### config.mk
export PLATFORM = sky130hd
export DESIGN_NAME = vec_bram_loader
export DESIGN_NICKNAME = d
export VERILOG_FILES = /design/src/rtl/vec_bram_loader.sv
export SDC_FILE = /design/constraint.sdc
export NUM_CORES = 1
export LEC_CHECK = 0
export ABC_CLOCK_PERIOD_IN_PS = 4470
export CAP_MARGIN = 20
export CORE_ASPECT_RATIO = 0.6
export CORE_MARGIN = 1.5
export CORE_UTILIZATION = 45
export DETAILED_ROUTE_END_ITERATION = 16
export HOLD_SLACK_MARGIN = 0.1
export PLACE_DENSITY = 0.73
export SLEW_MARGIN = 0
export SYNTH_ARGS = -nofsm -noshare
export SYNTH_HDL_FRONTEND = slang
export SYNTH_SLANG_ARGS = --single-unit
### constraint.sdc
create_clock -name clk -period 4.47 [get_ports clk]
set_clock_uncertainty 0.15 [all_clocks]
set_input_delay 0.894 -clock clk [delete_from_list [all_inputs] [get_ports clk]]
set_output_delay 0.894 -clock clk [all_outputs]
set_load 0.05 [all_outputs]
### src/rtl/vec_bram_loader.sv
// rtl/vec_bram_loader.sv - load/replay controller in front of a single-port read-first block RAM
//
// Purpose: a load phase writes a valid/ready burst into the RAM from address 0.
// A replay phase streams the stored words back in address order with a last marker.
//
// Ports:
//   clk, rst                       clock, asynchronous active-high reset
//   load_start, rd_start           start pulses, honoured only in IDLE (load wins)
//   in_valid/in_ready/in_data/in_last      load stream
//   out_valid/out_ready/out_data/out_last  replay stream (out_data is bram_dout)
//   busy                           registered, high whenever not IDLE
//   word_count                     words stored by the last completed load
//   bram_en/bram_we/bram_addr/bram_din/bram_dout   RAM port
module vec_bram_loader #(
    parameter int DEPTH      = 1024,
    parameter int WIDTH      = 8,
    parameter int ADDR_WIDTH = $clog2(DEPTH),
    parameter int CNT_WIDTH  = ADDR_WIDTH + 1
) (
    input  logic                  clk,
    input  logic                  rst,
    input  logic                  load_start,
    input  logic                  rd_start,
    input  logic                  in_valid,
    output logic                  in_ready,
    input  logic [WIDTH-1:0]      in_data,
    input  logic                  in_last,
    output logic                  out_valid,
    input  logic                  out_ready,
    output logic [WIDTH-1:0]      out_data,
    output logic                  out_last,
    output logic                  busy,
    output logic [CNT_WIDTH-1:0]  word_count,
    output logic                  bram_en,
    output logic                  bram_we,
    output logic [ADDR_WIDTH-1:0] bram_addr,
    output logic [WIDTH-1:0]      bram_din,
    input  logic [WIDTH-1:0]      bram_dout
);

    typedef enum logic [1:0] {
        S_IDLE = 2'd0,
        S_LOAD = 2'd1,
        S_READ = 2'd2
    } state_t;

    localparam logic [CNT_WIDTH-1:0] ONE       = CNT_WIDTH'(1);
    localparam logic [CNT_WIDTH-1:0] LAST_ADDR = CNT_WIDTH'(DEPTH - 1);

    state_t               state_q, state_d;
    // One bit wider than the RAM address so it can equal word_count (up to DEPTH)
    // and serve directly as the "words remaining" comparison during replay.
    logic [CNT_WIDTH-1:0] addr_q, addr_d;
    logic [CNT_WIDTH-1:0] word_count_q, word_count_d;
    logic                 out_valid_q, out_valid_d;
    logic                 out_last_q, out_last_d;
    logic                 busy_q;

    logic load_hs;
    logic load_end;
    logic rd_issue;
    logic rd_done;

    always_comb begin
        load_hs  = (state_q == S_LOAD) && in_valid;
        load_end = load_hs && (in_last || (addr_q == LAST_ADDR));
        // A new read may issue only when the output register is free or being
        // drained this cycle; otherwise the RAM is left idle so its output holds.
        rd_issue = (state_q == S_READ) && (addr_q < word_count_q) &&
                   (!out_valid_q || out_ready);
        // The final word carries out_last and no further read can be pending.
        rd_done  = (state_q == S_READ) && out_valid_q && out_ready && out_last_q;
    end

    // State register
    always_ff @(posedge clk or posedge rst) begin
        if (rst) begin
            state_q <= S_IDLE;
        end else begin
            state_q <= state_d;
        end
    end

    // Next-state logic
    always_comb begin
        state_d = state_q;
        case (state_q)
            S_IDLE: begin
                if (load_start) begin
                    state_d = S_LOAD;
                end else if (rd_start && (word_count_q != '0)) begin
                    state_d = S_READ;
                end
            end
            S_LOAD: begin
                if (load_end) begin
                    state_d = S_IDLE;
                end
            end
            S_READ: begin
                if (rd_done) begin
                    state_d = S_IDLE;
                end
            end
            default: state_d = S_IDLE;
        endcase
    end

    // Output logic
    always_comb begin
        in_ready  = 1'b0;
        bram_en   = 1'b0;
        bram_we   = 1'b0;
        bram_addr = addr_q[ADDR_WIDTH-1:0];
        bram_din  = in_data;
        case (state_q)
            S_LOAD: begin
                in_ready = 1'b1;
                bram_en  = in_valid;
                bram_we  = in_valid;
            end
            S_READ: begin
                bram_en = rd_issue;
            end
            default: ;
        endcase
    end

    // Datapath next-state
    always_comb begin
        addr_d       = addr_q;
        word_count_d = word_count_q;
        out_valid_d  = out_valid_q;
        out_last_d   = out_last_q;

        if ((state_q == S_IDLE) && (state_d != S_IDLE)) begin
            addr_d = '0;
        end

        if (load_hs) begin
            addr_d = addr_q + ONE;
        end
        if (load_end) begin
            word_count_d = addr_q + ONE;
        end

        // Read data appears one cycle after issue, so valid/last follow the issue.
        if (rd_issue) begin
            addr_d      = addr_q + ONE;
            out_valid_d = 1'b1;
            out_last_d  = (addr_q == (word_count_q - ONE));
        end else if (out_ready) begin
            out_valid_d = 1'b0;
            out_last_d  = 1'b0;
        end
    end

    always_ff @(posedge clk or posedge rst) begin
        if (rst) begin
            addr_q       <= '0;
            word_count_q <= '0;
            out_valid_q  <= 1'b0;
            out_last_q   <= 1'b0;
            busy_q       <= 1'b0;
        end else begin
            addr_q       <= addr_d;
            word_count_q <= word_count_d;
            out_valid_q  <= out_valid_d;
            out_last_q   <= out_last_d;
            busy_q       <= (state_d != S_IDLE);
        end
    end

    assign out_valid  = out_valid_q;
    assign out_last   = out_last_q;
    assign out_data   = bram_dout;
    assign busy       = busy_q;
    assign word_count = word_count_q;

endmodule
==> summary.md <==
| Metric | Value |
|---|---|
| Post-synth cell types | 52 |
| Num CTS Buffers | 3 |
| Count of state elements after synthesis | 27 |
| Initial antenna violation count | 0 |
| Leak | 1.12 nW |
| Ys async rst share | 100% |
| DR pass1 iterations | 5 |
| Arr. time, crit path | 2.60 ns |
| RR Startpoint | addr_q[1] |
| Final hold vios | 0 |
| DRC viols | 0 |
| Max-cap viol count | 0 |
| Worst Tran Pin Value | 0.701 ns |
| Setup WS pre-CTS | 0.946 ns |
| HP Start | addr_q[0] |
| Cell Rows | 20 |
| Routed WL | 6030 µm |
| Worst EP required | 3.43 ns |
| PnR worst setup slack | 0.827 ns |
| Top FF cell, synth | dfrtp_1 |
| GP Congestion | 0.890 |
| Syn_nets | 315 |
| Worst Path Class, Setup | reg2out |
| Synth-to-Final Area Change | 11.6% |
| Worst Hold End | word_count[0] |
| Final setup violation count | 0 |
| Top Ports | 66 |
| Syn Inst Count | 274 |
| CTS resizes | 0 |
| Max_slew headroom | 52.9% |
| Vias in the first global route | 1,883 |
| Share of cells above drive strength 1 | 5.73% |
| WHS | 0.470 ns |
| Die height | 58.7 µm |
| Worst IR drop on VDD | 0.272 mV |
| Syn Area/Cell | 8.48 µm² |
| Clock slew seen by the registers of the worst setup and hold paths | 0.10 ns |
| Longest Clk Path Bufs | 2 |
| Pin count of the biggest net entering global routing | 22 |
| Starting DRT DRC Count | 199 |
| Final period utilization | 81.5% |
| Crit Reg-Reg Endpoint | addr_q[7] |
| Power per Cell Area | 675 nW/µm² |
| Die X | 95.8 µm |
| Syn Std Cell Area | 2320 µm² |
| Ant diodes | 0 |
| RSZ-0062 raised after global routing | no |
| Overflow after GRT | 0 |
| H-tree levels | 1 |
| Via/cell ratio | 5.98 |
| Crit-path max cell delay | 0.53 ns |
| Setup TNS | 0 ns |
| CTS tree | yes |
| Max FO, Critical Path | 11 |
| # port buffers | 33 |
| Util after Layout | 51.8% |
| Aggregate global-route resource usage | 23.5% |
| Reg2Reg Depth | 6 |
| Worst setup SP type | flop |
| Slew Viols, Final | 0 |
| Warnings, synthesis | 0 |
| CP max-delay cell | dfrtp_1 |
| Post-CTS Setup Bufs | 0 |
| Initial Utilization | 46.4% |
| Worst setup EP type | output port |
| Fmax | 275 MHz |
| Area after DPL | 2540 µm² |
| Design Area, Final | 2590 µm² |
| Commonest non-fill, non-tap cells in the layout | clkdlybuf4s50_1 (32), inv_1 (29), dfrtp_1 (27) |
| Die Footprint | 5620 µm² |
| Most frequent CP cell | a21oi_1 |
| Skew-Pair Late Insertion Delay | 0.28 ns |
| Clock sinks | 27 |
| Cell Chain, Critical Path | inv_1 -> ha_1 -> a211o_1 -> a21oi_1 -> a21oi_1 -> o21ai_0 -> buf_4 -> and2_1 -> buf_12 |
| Min-Delay Path Class | reg2reg |
| EDFF count, synth | 0 |
| Post-synthesis sequential area ratio | 29.1% |
| Hold_buf cts | 0 |
| Setup slack, reg-to-reg | 1.65 ns |
| Status | finished, final reports clean |
| Commonest non-fill, non-tap cell in the layout | clkdlybuf4s50_1 |
| Min Tclk post-route | 3.64 ns |
| Core ar. | 5000 µm² |
| ANT nets after route | 0 |
| Drt wl/cell | 17.5 µm |
| CTS root buf | clkbuf_8 |
| Hpwl dp | 4690 µm |
| Vias | 2,062 |
| First-pass GRT wire length | 9980 µm |
| Hold Path Depth | 1 |
| Nets | 321 |
==> power by group <==
group / switching, mW / internal (mW) / leakage (nW) / total (mW)
combinational: 0.716 / 0.414 / 0.747 / 1.13
sequential: 0.149 / 0.322 / 0.346 / 0.471
clock: 0.0856 / 0.0656 / 0.0261 / 0.151
total: 0.951 / 0.801 / 1.12 / 1.75
==> final cells by class <==
class,instances,area (µm²)
clock buffers,3,41.3
clock inverters,1,8.76
fillers,495,2410
inverters,29,109
multi-input cells,182,1300
flip-flops and latches,27,676
well taps,66,82.6
repair buffers,37,378
==> worst max path at each step <==
stage | startpoint | to | slack, ns | cells past startpoint
after floorplan | word_count[4] | bram_en | 0.82 | 9
after global placement | out_ready | bram_en | 0.99 | 7
after detailed placement | out_ready | bram_en | 0.95 | 7
after CTS | word_count[4] | bram_en | 0.85 | 9
after global routing | word_count[4] | bram_en | 0.62 | 9
final | word_count[4] | bram_en | 0.83 | 9
==> synthesized netlist by cell type (4+ instances only) <==
master,n,area [µm²]
inv_1,29,109
dfrtp_1,27,676
buf_4,26,195
ha_1,18,225
nand2_1,14,52.6
nor2_1,14,52.6
o21ai_0,12,60.1
o31ai_1,12,90.1
a21oi_1,9,45.0
clkbuf_1,9,33.8
o31a_1,8,70.1
xnor2_1,8,70.1
nand3_1,7,35.0
nor3_1,7,35.0
o22ai_1,7,43.8
nand4_1,6,37.5
nor4_1,5,31.3
and2_1,4,25.0
and3_1,4,25.0
==> logic make-up (layout without fill, tap and decap cells) <==
family	count (synthesis)	after routing	share of synthesized area, %
xor+xnor	11	11	4.15
simple gates	80	80	18.9
compound gates	72	72	22.7
flops	27	27	29.1
fa+ha+maj	18	18	9.69
buf+inv	65	70	15.0
mux	1	1	0.485
==> critical path: cells and delay by family, from the launching register on <==
kind,cells,cell delay [ns]
AOI/OAI and AO/OA,4,0.80
DFF,1,0.53
buffers and inverters,3,0.47
adders and majority gates,1,0.33
and+or+nand+nor,1,0.19
==> flip-flops by register name, indices dropped and copies added (netlist names) <==
register	cells
out_last	1
addr_q	11
state_q	2
out_valid	1
busy	1
word_count	11
==> routing by layer <==
metal / share of wire [%] / track usage (%)
met5: 0 / 0
met2: 39 / 31.1
met3: 8.3 / 5.30
met1: 53 / 38.5
met4: 0.30 / 3.36
==> stage by stage <==
step,power (mW),cells
after global routing,1.88,345
after global placement,1.57,340
after floorplan,1.28,274
after CTS,1.74,345
final,1.75,345
after detailed placement,1.59,341
Power figures use the tool's default switching activity.
